===== src/rtl/tamarac_datapath_p.sv =====
// Parametrised Tamarac accumulator datapath: registers, ALU with latched flags, GPIO window.
// Define TAMARAC_IO_EVENT_EN to build the per-channel input change capture behind io_event.
module tamarac_datapath_p #(
  parameter int unsigned DATA_W      = 16,
  parameter int unsigned ADDR_W      = 13,
  parameter int unsigned NUM_IO      = 1,
  parameter int unsigned SYNC_STAGES = 2
) (
  input  logic                     clock,
  input  logic                     reset_n,
  input  logic [NUM_IO*DATA_W-1:0] switches,
  input  logic [1:0]               alucntl,
  input  logic                     rsw,
  input  logic                     rmem,
  input  logic                     rpc,
  input  logic                     racc,
  input  logic                     rir,
  input  logic                     rbuf,
  input  logic                     wmar,
  input  logic                     wmem,
  input  logic                     wpc,
  input  logic                     wacc,
  input  logic                     wir,
  input  logic                     warg,
  input  logic                     wbuf,
  input  logic [DATA_W-1:0]        mem_rdata,
  output logic [ADDR_W-1:0]        mem_addr,
  output logic [DATA_W-1:0]        mem_wdata,
  output logic                     mem_we,
  output logic [2:0]               opc,
  output logic [ADDR_W-1:0]        pc,
  output logic [DATA_W-1:0]        acc,
  output logic [NUM_IO*DATA_W-1:0] leds,
  output logic [2:0]               flags,
  output logic                     io_event
);

  // Outputs occupy the first NUM_IO words of the window, inputs the last NUM_IO.
  localparam logic [ADDR_W-1:0] IoBase = ADDR_W'((1 << ADDR_W) - 2 * NUM_IO);

  logic [ADDR_W-1:0]                        mar_q, pc_q;
  logic [DATA_W-1:0]                        acc_q, ir_q, arg_q, bufr_q;
  logic [NUM_IO*DATA_W-1:0]                 leds_q;
  logic [2:0]                               flags_q;
  logic [SYNC_STAGES-1:0][NUM_IO*DATA_W-1:0] sync_q;
  logic [NUM_IO*DATA_W-1:0]                 sw_s;
  logic [NUM_IO-1:0]                        out_hit, in_hit;
  logic [DATA_W-1:0]                        data_rd, databus, alu_res;
  logic [DATA_W:0]                          alu_wide;
  logic                                     alu_c;

  assign sw_s = sync_q[SYNC_STAGES-1];

  always_comb begin
    out_hit = '0;
    in_hit  = '0;
    data_rd = mem_rdata;
    for (int k = 0; k < NUM_IO; k++) begin
      out_hit[k] = (mar_q == IoBase + ADDR_W'(k));
      in_hit[k]  = (mar_q == IoBase + ADDR_W'(NUM_IO + k));
      if (out_hit[k]) data_rd = leds_q[k*DATA_W +: DATA_W];
      if (in_hit[k])  data_rd = sw_s[k*DATA_W +: DATA_W];
    end
  end

  always_comb begin
    if (rsw)       databus = sw_s[DATA_W-1:0];
    else if (rmem) databus = data_rd;
    else if (rpc)  databus = DATA_W'(pc_q);
    else if (racc) databus = acc_q;
    else if (rir)  databus = ir_q;
    else if (rbuf) databus = bufr_q;
    else           databus = '0;
  end

  // The extra top bit carries the add carry-out or the subtract borrow.
  always_comb begin
    alu_wide = '0;
    case (alucntl)
      2'b00:   alu_wide = {1'b0, arg_q} + {1'b0, databus};
      2'b01:   alu_wide = {1'b0, arg_q} - {1'b0, databus};
      2'b10:   alu_wide = {1'b0, arg_q & databus};
      default: alu_wide = {1'b0, databus};
    endcase
  end

  assign alu_res = alu_wide[DATA_W-1:0];
  assign alu_c   = alu_wide[DATA_W];

  always_ff @(posedge clock or negedge reset_n) begin
    if (!reset_n) begin
      mar_q   <= '0;
      pc_q    <= '0;
      acc_q   <= '0;
      ir_q    <= '0;
      arg_q   <= '0;
      bufr_q  <= '0;
      leds_q  <= '0;
      flags_q <= '0;
    end else begin
      if (wmar) mar_q <= databus[ADDR_W-1:0];
      if (wpc)  pc_q  <= databus[ADDR_W-1:0];
      if (wacc) acc_q <= databus;
      if (wir)  ir_q  <= databus;
      if (warg) arg_q <= databus;
      if (wbuf) begin
        bufr_q  <= alu_res;
        flags_q <= {alu_c, alu_res[DATA_W-1], (alu_res == '0)};
      end
      for (int k = 0; k < NUM_IO; k++) begin
        if (wmem && out_hit[k]) leds_q[k*DATA_W +: DATA_W] <= databus;
      end
    end
  end

  always_ff @(posedge clock or negedge reset_n) begin
    if (!reset_n) sync_q <= '0;
    else          sync_q <= {sync_q[SYNC_STAGES-2:0], switches};
  end

`ifdef TAMARAC_IO_EVENT_EN
  logic [NUM_IO*DATA_W-1:0] sw_prev_q;
  logic [NUM_IO-1:0]        chg_q, chg_d;

  // Clear first so a change seen in the clearing cycle still sets the bit.
  always_comb begin
    chg_d = chg_q;
    for (int k = 0; k < NUM_IO; k++) begin
      if ((rmem && in_hit[k]) || (k == 0 && rsw)) chg_d[k] = 1'b0;
      if (sw_s[k*DATA_W +: DATA_W] != sw_prev_q[k*DATA_W +: DATA_W]) chg_d[k] = 1'b1;
    end
  end

  always_ff @(posedge clock or negedge reset_n) begin
    if (!reset_n) begin
      sw_prev_q <= '0;
      chg_q     <= '0;
    end else begin
      sw_prev_q <= sw_s;
      chg_q     <= chg_d;
    end
  end

  assign io_event = |chg_q;
`else
  assign io_event = 1'b0;
`endif

  assign mem_addr  = mar_q;
  assign mem_wdata = databus;
  assign mem_we    = wmem & ~(|out_hit) & ~(|in_hit);
  assign opc       = ir_q[DATA_W-1 -: 3];
  assign pc        = pc_q;
  assign acc       = acc_q;
  assign leds      = leds_q;
  assign flags     = flags_q;

endmodule


===== config.mk =====
export PLATFORM = sky130hd
export DESIGN_NAME = tamarac_datapath_p
export DESIGN_NICKNAME = d
export VERILOG_FILES = /design/src/rtl/tamarac_datapath_p.sv
export SDC_FILE = /design/constraint.sdc
export NUM_CORES = 1
export LEC_CHECK = 0
export ABC_CLOCK_PERIOD_IN_PS = 4800
export CORE_MARGIN = 8
export CORE_UTILIZATION = 48
export CTS_BUF_LIST = sky130_fd_sc_hd__clkbuf_16
export CTS_CLUSTER_SIZE = 10
export DETAILED_ROUTE_END_ITERATION = 6
export PLACE_DENSITY_LB_ADDON = 0.3
export RECOVER_POWER = 100
export SLEW_MARGIN = 20
export SYNTH_ARGS = -nofsm -noshare
export SYNTH_HDL_FRONTEND = slang
export SYNTH_SLANG_ARGS = --single-unit

===== constraint.sdc =====
create_clock -name clock -period 4.8 [get_ports clock]
set_input_delay 0.96 -clock clock [delete_from_list [all_inputs] [get_ports clock]]
set_output_delay 0.96 -clock clock [all_outputs]
set_load 0.02 [all_outputs]

==> results.py, run 1 <==
metrics = {
    "global_routing": {
        "met3_usage_pct": 5.71,
        "grt_use_met1_pct": 33.1,
        "grt_pass1_vias": 7426,
        "grt_max_degree": 60,
        "use_met2_pct": 44.7,
        "overflow": 0,
        "grt.total_usage_pct": 26.8,
        "grt_pass1_wl_um": 41200,
        "top_usage_layer": "met2",
        "antenna_found_initial": 0,
    },
    "placed_design": {
        "place_area_um2": 9890,
        "hpwl_um": 18700,
        "gp_congestion": 0.914,
        "portBuffers": 129,
    },
    "floorplan": {
        "rows": 45,
        "die_x_um": 140,
        "dieArea_um2": 19600,
        "die-height_um": 140,
        "core_area_um2": 15100,
        "initial_utilization_pct": 48.8,
        "io_pins": 131,
    },
    "clock_tree": {
        "h-tree-depth": 4,
        "path_clk_slew_ns": 0.07,
        "numCtsBuffers": 17,
        "cts_tree": "done",
        "clock_sinks": 140,
        "clockBufferDepth": 2,
        "hold_buffers": 0,
        "cts_root_buffer": "clkbuf_16",
        "clk_latency_ns": 0.42,
    },
    "yosys": {
        "synth_cell_types": 69,
        "synth_edf_count": 0,
        "yosysWarnings": 0,
        "syn_nets": 765,
        "synth_flop_cell": "dfrtp_1",
        "async_flop_share_pct": 100,
        "syn_avg_cell_area_um2": 10.6,
        "ys_ff_latch": 140,
        "syn_area_um2": 7390,
        "yosysSeqAreaShare_pct": 47.4,
        "syn_inst": 697,
    },
    "sta": {
        "layout_setup_ws_ns": -0.169,
        "fin_skew_ns": 0.00999,
        "slew_violations": 60,
        "slew-limit-headroom_pct": -112,
        "finalSetupViolations": 2,
        "hold_viol_final": 0,
        "min_period_ns": 4.97,
        "tightest_slew_ns": 3.18,
        "rsz0062_at_grt": "true",
        "period_share_pct": 104,
        "fin_hold_ws_ns": 0.347,
        "timing.fmax_mhz": 201,
    },
    "pwr": {
        "irDropWorstVdd_mv": 0.261,
        "power_leakage_nw": 4.73,
        "power_per_cell_area_nw_per_um2": 391,
    },
    "finish": {
        "final_area_um2": 10900,
        "fin_nets": 1033,
        "mostFrequentLayoutCell": "buf_4",
        "fin_util_pct": 72.1,
        "n_antenna_cell": 0,
        "mostFrequentLayoutCells": "buf_4, dfrtp_1, clkdlybuf4s50_1, mux2_2",
        "drive_gt1_share_pct": 36.0,
        "nFillCells": 1007,
        "area_growth_pct": 47.8,
    },
    "setup_path": {
        "start_kind": "register",
        "endpoint_kind": "register",
        "crit_fanout": 3,
        "arrival_ns": 5.27,
        "required_ns": 5.10,
        "critical_path_class": "register to register",
    },
    "drt": {
        "drtIter0Drc": 614,
        "first_pass_iters": 5,
        "vias": 7088,
        "viasPerCell": 6.08,
        "ant_nets": 0,
        "drc": 0,
        "wl_um": 26100,
        "wl_per_cell_um": 22.4,
    },
    "outcome": {
        "outcome": "finished with violations",
        "violations": "max-capacitance violations, max-slew violations, negative setup slack",
    },
    "flow_run": {
        "maxCapViolCount": 1,
    },
    "worst_hold_path": {
        "hold_path.class": "register to register",
    },
}
## kinds of logic (layout without fill, tap and decap cells)
group,Yosys count,after routing,synth area share (%)
adder cells (fa/ha/maj),19,19,3.32
XOR/XNOR,24,24,2.84
buffers and inverters,71,352,4.11
multiplexers,82,82,12.4
other,1,1,0.0507
AND/OR/NAND/NOR,169,169,12.2
flip-flops,140,140,47.4
AO/OA/AOI/OAI,191,191,17.7
## worst paths after layout
check | startpoint | slack (ns) | cells past startpoint | to
max in group asynchronous | reset_n | 1.01 | 2 | pc[6]$_DFFE_PN0P_
hold / removal | sync_q[0]$_DFF_PN0_ | 0.35 | 0 | sw_s[0]$_DFF_PN0_
setup / recovery | mem_addr[3]$_DFFE_PN0P_ | -0.17 | 20 | flags[1]$_DFFE_PN0P_
hold reg to reg | sync_q[0]$_DFF_PN0_ | 0.35 | 0 | sw_s[0]$_DFF_PN0_
setup reg to reg | mem_addr[3]$_DFFE_PN0P_ | -0.17 | 20 | flags[1]$_DFFE_PN0P_
min in group asynchronous | reset_n | 1.59 | 1 | sync_q[13]$_DFF_PN0_
## registers in the layout (all words and copies together) (netlist names), 15 cells and up
register / cells
bufr_q: 15
sw_s: 16
leds: 16
arg_q: 16
acc: 16
ir_q: 16
sync_q: 16
## critical path, stage by stage (launching register included)
cell and delay (ns):
dfrtp_1 0.40, buf_4 0.14, nand4_1 0.11, buf_6 0.15
nor4_4 0.31, buf_4 0.18, a31oi_1 0.10, o22a_2 0.28
or4b_4 0.56, buf_6 0.14, or3_4 0.36, o21ai_2 0.13
xor2_1 0.08, ha_2 0.18, or3_1 0.36, o31a_1 0.30
and4_4 0.16, a2111oi_4 0.28, xor2_1 0.22, o22ai_2 0.12
mux2_4 0.27
## routing by layer
layer / part of all wire [%] / vias up
li1: - / 3114
met1: 40 / 3535
met2: 49 / 364
met3: 7.2 / 75
met4: 3.3 / 0
met5: 0 / -
## what timing repair did
action	in CTS	in global routing
pin swaps	36	4
setup buffers	21	1
gates resized for setup	88	10
setup endpoints to repair	8	5
## through the flow
step                      setup TNS, ns  std cells  worst slack, ns  total power [mW]
after floorplan                  -0.733        697           -0.389              2.15
after global placement            -4.98       1114           -0.994              2.75
after detailed placement          -6.00       1114            -1.11              2.79
after CTS                       -0.0401       1165          -0.0225              4.25
after global routing             -0.828       1166           -0.354              4.44
final                            -0.336       1166           -0.169              4.27
## layout make-up
cell class,instances,area [um2],share of cell area (%)
well taps,188,235,2.15
inverters,22,85.1,0.779
multi-input cells,486,3910,35.8
clock buffers,17,425,3.90
repair buffers,298,2570,23.5
flip-flops and latches,140,3500,32.1
clock inverters,15,189,1.73
## synthesized netlist by cell type, types with 7 or more instances
library cell | count | share of area [%]
ha_1 | 18 | 3.0
dfrtp_1 | 140 | 47
a31oi_1 | 14 | 1.2
nor2_1 | 55 | 2.8
nor3_1 | 16 | 1.1
o31a_1 | 7 | 0.83
nor2b_1 | 12 | 1.0
xor2_1 | 10 | 1.2
nand3_1 | 7 | 0.47
xnor2_1 | 14 | 1.7
a21oi_1 | 59 | 4.0
clkbuf_1 | 33 | 1.7
a221oi_1 | 10 | 1.2
o21ai_0 | 29 | 2.0
mux2_2 | 78 | 12
o211ai_1 | 11 | 1.1
buf_4 | 8 | 0.81
nand2_1 | 32 | 1.6
or2_2 | 7 | 0.59
inv_1 | 20 | 1.0
## where the power goes
group	internal [mW]	leakage, nW	total, mW	switching [mW]
logic	0.722	2.77	1.43	0.712
clock network	0.829	0.300	1.38	0.550
registers	1.33	1.66	1.45	0.127
Power figures use the tool's default switching activity.
==> run 2, diff against run 1 <==
- PLACE_DENSITY_LB_ADDON: 0.3 -> 0.05
==> run 2 against run 1 <==
Effect of this change: the flow still finishes with violations (max-capacitance violations, max-slew violations, negative setup slack); total power is 2.1% lower; final cell count is 0.86% higher; first-iteration DRC count is 29% lower; non-clock buffer count is 10 higher; critical endpoint unchanged.
==> results.py, run 2 (synthesis gave the netlist of run 1 again) <==
metrics = {
    "outcome": {
        "outcome": "finished with violations",
        "violations": "max-capacitance violations, max-slew violations, negative setup slack",
    },
    "finish": {
        "mostFrequentLayoutCells": "buf_4, dfrtp_1, clkdlybuf4s50_1, mux2_2, nor2_1",
        "final_area_um2": 11000,
        "nFillCells": 1107,
        "area_growth_pct": 48.6,
        "fin_nets": 1043,
        "multiInputGateArea_um2": 3950,
        "mostFrequentLayoutCell": "buf_4",
        "n_antenna_cell": 0,
        "fin_util_pct": 72.5,
        "regArea_um2": 3500,
        "drive_gt1_share_pct": 37.3,
    },
    "floorplan": {
        "dieArea_um2": 19600,
        "core_area_um2": 15100,
        "rows": 45,
        "initial_utilization_pct": 48.8,
        "io_pins": 131,
        "die_x_um": 140,
        "die-height_um": 140,
    },
    "setup_path": {
        "r2r_setup_slack_ns": -0.19,
        "required_ns": 5.11,
        "cpPeakStageDelay_ns": 0.48,
        "cpMostUsedCell": "buf_4",
        "endpoint_kind": "register",
        "crit_fanout": 3,
        "cp_slowest_cell": "o41a_1",
        "critical_path_class": "register to register",
        "crit_chain": "nand4_1, buf_6, buf_4, o41a_1, buf_4, buf_4, buf_4, o32a_1, o311a_4, nor2_4, nand2_1, buf_4, buf_4, o31ai_4, xor2_1, ha_2, or3_1, o31a_1, and4_4, a2111oi_4, xor2_1, o22ai_2, mux2_4",
        "start_kind": "register",
        "arrival_ns": 5.30,
    },
    "drt": {
        "drc": 0,
        "first_pass_iters": 5,
        "ant_nets": 0,
        "viasPerCell": 5.95,
        "vias": 7000,
        "wl_per_cell_um": 21.8,
        "drtIter0Drc": 435,
        "wl_um": 25700,
    },
    "pwr": {
        "power_leakage_nw": 4.77,
        "power.total_mw": 4.18,
        "power_per_cell_area_nw_per_um2": 380,
        "irDropWorstVdd_mv": 0.292,
    },
    "clock_tree": {
        "clk_latency_ns": 0.43,
        "clockBufferDepth": 2,
        "h-tree-depth": 4,
        "cts_root_buffer": "clkbuf_16",
        "hold_buffers": 0,
        "path_clk_slew_ns": 0.07,
        "numCtsBuffers": 17,
        "cts_tree": "done",
        "clock_sinks": 140,
    },
    "sta": {
        "min_period_ns": 4.99,
        "tightest_slew_ns": 2.72,
        "fin_skew_ns": 0.0151,
        "hold_viol_final": 0,
        "slew-limit-headroom_pct": -81.4,
        "layout_setup_ws_ns": -0.194,
        "period_share_pct": 104,
        "timing.fmax_mhz": 200,
        "finalSetupViolations": 2,
        "slew_violations": 110,
        "rsz0062_at_grt": "true",
    },
    "placed_design": {
        "portBuffers": 129,
        "place_area_um2": 9890,
        "hpwl_um": 18700,
        "gp_congestion": 0.920,
    },
    "global_routing": {
        "overflow": 0,
        "grt_max_degree": 110,
        "grt.total_usage_pct": 25.9,
        "antenna_found_initial": 0,
        "grt_pass1_vias": 7021,
        "grt_pass1_wl_um": 39300,
    },
    "flow_run": {
        "maxCapViolCount": 1,
    },
    "worst_hold_path": {
        "hold_path.class": "register to register",
    },
}
-- run 2: changes by cell type in the layout (fill, tap and decap cells not counted), sizes merged --
cell           delta
clkdlybuf4s15     -1
clkinvlp          -1
inv               +4
buf              +11
bufinv            -3
-- run 2: metal layers --
metal	global-route usage, %	part of all wire (%)	wire length [um]
met5	0	0	0
met4	8.51	2.1	528
met3	5.88	6.8	1750
met2	41.9	48	12300
met1	33.7	43	11100
-- run 2: what timing repair did --
item,CTS,global route
buffers inserted,15,17
resized for setup,78,34
endpoints found under the setup margin,8,5
pin swaps,47,41
-- run 2: critical path: cells and delay by family (launching register included) --
kind / cells / cell delay, ns
buffers and inverters: 7 / 1.00
flip-flops: 1 / 0.39
XOR/XNOR: 2 / 0.34
AND/OR/NAND/NOR: 5 / 0.91
adder cells (fa/ha/maj): 1 / 0.18
AO/OA/AOI/OAI: 7 / 1.77
multiplexers: 1 / 0.28
-- run 2: final timing paths --
path	from	depth (start not counted)	to
setup / recovery	mem_addr[3]$_DFFE_PN0P_	23	flags[1]$_DFFE_PN0P_
setup reg to reg	mem_addr[3]$_DFFE_PN0P_	23	flags[1]$_DFFE_PN0P_
max in group asynchronous	reset_n	2	acc[12]$_DFFE_PN0P_
min in group asynchronous	reset_n	1	flags[2]$_DFFE_PN0P_
hold reg to reg	sync_q[2]$_DFF_PN0_	0	sw_s[2]$_DFF_PN0_
hold / removal	sync_q[2]$_DFF_PN0_	0	sw_s[2]$_DFF_PN0_
-- run 2: report_power, final --
group	switching (mW)	internal [mW]
logic	0.723	0.754
registers	0.124	1.33
clock network	0.571	0.681
total	1.42	2.76
-- run 2: cell type report --
cell class	count	area share [%]
tap	188	2.14
clock buffer	17	3.87
sequential	140	31.9
timing repair buffer	308	24.2
clock inverter	15	1.16
multi-input combinational	486	35.9
inverter	22	0.797
-- run 2: metrics by stage --
stage                     setup slack, ns  TNS (ns)  std cells  hold WS (ns)
after floorplan                    -0.389    -0.733        697         0.331
after detailed placement            -1.15     -7.29       1114         0.336
final                              -0.194    -0.341       1176         0.351
after global routing               -0.333    -0.732       1176         0.354
after global placement              -1.00     -5.92       1114         0.333
after CTS                          -0.163    -0.270       1161         0.350
==> run 3, diff against run 2 <==
- REMOVE_ABC_BUFFERS: default -> 1
==> run 3 against run 2 <==
Effect of this change: via count shrank 0.81%; the run still ends with max-capacitance violations, max-slew violations, negative setup slack left; non-clock buffer count rose by 4; flip-flop and latch count stayed put; register-to-register slack improved by 0.15 ns; highest routed layer unchanged; final cell count up 0.34%; total power rose by 1.2%; critical endpoint unchanged; critical path type is now input port to register; design area rose by 1.3%.
==> results.py, run 3 (synthesis gave the netlist of run 1 again) <==
metrics = {
    "clock_tree": {
        "path_clk_slew_ns": 0.07,
        "clk_latency_ns": 0.42,
        "h-tree-depth": 4,
        "clock_sinks": 140,
        "clockBufferDepth": 2,
        "numCtsBuffers": 17,
        "cts_root_buffer": "clkbuf_16",
        "cts_tree": "done",
    },
    "finish": {
        "fin_cells": 1180,
        "final_area_um2": 11100,
        "mostFrequentLayoutCells": "buf_4, dfrtp_1, clkdlybuf4s50_1, mux2_2, nor2_1",
        "area_growth_pct": 50.6,
        "n_antenna_cell": 0,
        "drive_gt1_share_pct": 37.9,
        "multiInputGateArea_um2": 4010,
        "fin_nets": 1047,
        "nFillCells": 1068,
        "fin_util_pct": 73.5,
        "regArea_um2": 3500,
        "mostFrequentLayoutCell": "buf_4",
    },
    "setup_path": {
        "cpPeakStageDelay_ns": 0.45,
        "cp_slowest_cell": "or3_4",
        "worstPathBufferInverterCount": 4,
        "crit_chain": "buf_6, buf_6, buf_12, a21oi_2, a221o_1, nand2_1, o32a_1, or3_4, buf_6, or3_4, o21ai_2, xor2_1, ha_4, or3_1, o31a_1, and4_4, a2111oi_4, xor2_1, o22ai_2, mux2_2",
        "crit_family": "compound AO/OA/AOI/OAI gates",
        "arrival_ns": 5.23,
        "required_ns": 5.11,
        "critical_path_class": "input port to register",
        "cpMostUsedCell": "buf_6",
        "endpoint_kind": "register",
        "crit_fanout": 15,
        "start_kind": "input port",
    },
    "floorplan": {
        "core_area_um2": 15100,
        "die_x_um": 140,
        "rows": 45,
        "die-height_um": 140,
        "initial_utilization_pct": 48.8,
        "dieArea_um2": 19600,
        "io_pins": 131,
    },
    "sta": {
        "timing.fmax_mhz": 203,
        "slew_violations": 106,
        "rsz0062_at_grt": "true",
        "min_period_ns": 4.93,
        "period_share_pct": 103,
        "fin_skew_ns": 0.00784,
        "tightest_slew_ns": 2.66,
        "layout_setup_ws_ns": -0.125,
        "slew-limit-headroom_pct": -77.2,
        "hold_viol_final": 0,
        "finalSetupViolations": 2,
    },
    "placed_design": {
        "numPlacedInstances": 1120,
        "place_area_um2": 9880,
        "hpwl_um": 19100,
        "gp_congestion": 0.877,
        "portBuffers": 129,
    },
    "pwr": {
        "clock_power_share_pct": 30.7,
        "power_leakage_nw": 4.80,
        "irDropWorstVdd_mv": 0.266,
        "p_sw_share_pct": 33.5,
        "pwr-share-seq_pct": 34.4,
        "power_per_cell_area_nw_per_um2": 380,
        "p_sw_mw": 1.42,
        "intPower_mw": 2.81,
        "comb_power_share_pct": 35.0,
    },
    "drt": {
        "ant_nets": 0,
        "wl_per_cell_um": 21.9,
        "vias": 6943,
        "wl_um": 25900,
        "drtIter0Drc": 518,
        "first_pass_iters": 5,
        "viasPerCell": 5.88,
        "drc": 0,
    },
    "flow_run": {
        "maxCapViolCount": 1,
    },
    "global_routing": {
        "antenna_found_initial": 0,
        "overflow": 0,
        "grt_pass1_vias": 7224,
        "grt.total_usage_pct": 26.4,
        "grt_pass1_wl_um": 40300,
        "grt_max_degree": 106,
    },
    "worst_hold_path": {
        "hold_path.class": "register to register",
    },
    "outcome": {
        "violations": "max-capacitance violations, max-slew violations, negative setup slack",
        "outcome": "finished with violations",
    },
}
[run 3: worst paths after layout]
path / end / startpoint / depth (start not counted) / slack [ns]
worst min register to register: sw_s[9]$_DFF_PN0_ / sync_q[9]$_DFF_PN0_ / 0 / 0.35
worst max register to register: flags[1]$_DFFE_PN0P_ / mem_addr[5]$_DFFE_PN0P_ / 18 / -0.04
worst max-delay path: flags[1]$_DFFE_PN0P_ / racc / 20 / -0.13
max in group asynchronous: pc[8]$_DFFE_PN0P_ / reset_n / 2 / 1.43
min in group asynchronous: arg_q[12]$_DFFE_PN0P_ / reset_n / 1 / 1.35
worst min-delay path: sw_s[9]$_DFF_PN0_ / sync_q[9]$_DFF_PN0_ / 0 / 0.35
[run 3: layout make-up]
cell class	count	share of cell area (%)
Inverter	22	0.765
Clock buffer	17	3.82
Sequential cell	140	31.5
Timing Repair Buffer	312	24.4
Clock inverter	15	1.38
Multi-Input combinational cell	486	36.0
Tap cell	188	2.11
[run 3: per-layer routing]
layer | track usage [%] | routed length, um | share of wire, %
met1 | 34.3 | 11200 | 43
met2 | 43.3 | 12600 | 49
met3 | 5.98 | 1680 | 6.5
met4 | 7.71 | 464 | 1.8
met5 | 0 | 0 | 0
[run 3: through the flow]
stage / setup slack (ns) / hold slack [ns] / setup TNS (ns) / total power, mW
detailed placement: -1.45 / 0.337 / -8.59 / 2.79
floorplan: -1.49 / 0.331 / -6.34 / 2.08
global route: -0.231 / 0.358 / -0.503 / 4.42
finish: -0.125 / 0.350 / -0.246 / 4.23
CTS: -0.0928 / 0.350 / -0.167 / 4.17
global placement: -1.34 / 0.333 / -7.49 / 2.76
[run 3: power by group through the flow]
stage / sequential (mW) / combinational (mW) / clock, mW
2_1_floorplan: 1.50 / 0.574 / 0
3_3_place_gp: 1.46 / 1.31 / 0
3_5_place_dp: 1.46 / 1.33 / 0
4_1_cts: 1.45 / 1.42 / 1.31
5_1_grt: 1.47 / 1.59 / 1.37
6_report: 1.45 / 1.48 / 1.30
[run 3: timing repair]
item                       4_1_cts  5_1_grt
gates resized for setup        103       36
pin swaps                       52       31
setup endpoints to repair        8        5
hold buffers                     0        0
cloned                           0        0
buffers inserted                20       10
[run 3: worst register-to-register path, cell delays in order, from the launching register on]
cell	delay, ns
dfrtp_1	0.43
nand4_2	0.14
nor3_2	0.32
buf_6	0.26
a211oi_1	0.11
o32a_1	0.37
or3_4	0.45
buf_6	0.14
or3_4	0.37
o21ai_2	0.13
xor2_1	0.11
ha_4	0.17
or3_1	0.36
o31a_1	0.28
and4_4	0.21
a2111oi_4	0.30
xor2_1	0.21
o22ai_2	0.11
mux2_2	0.27
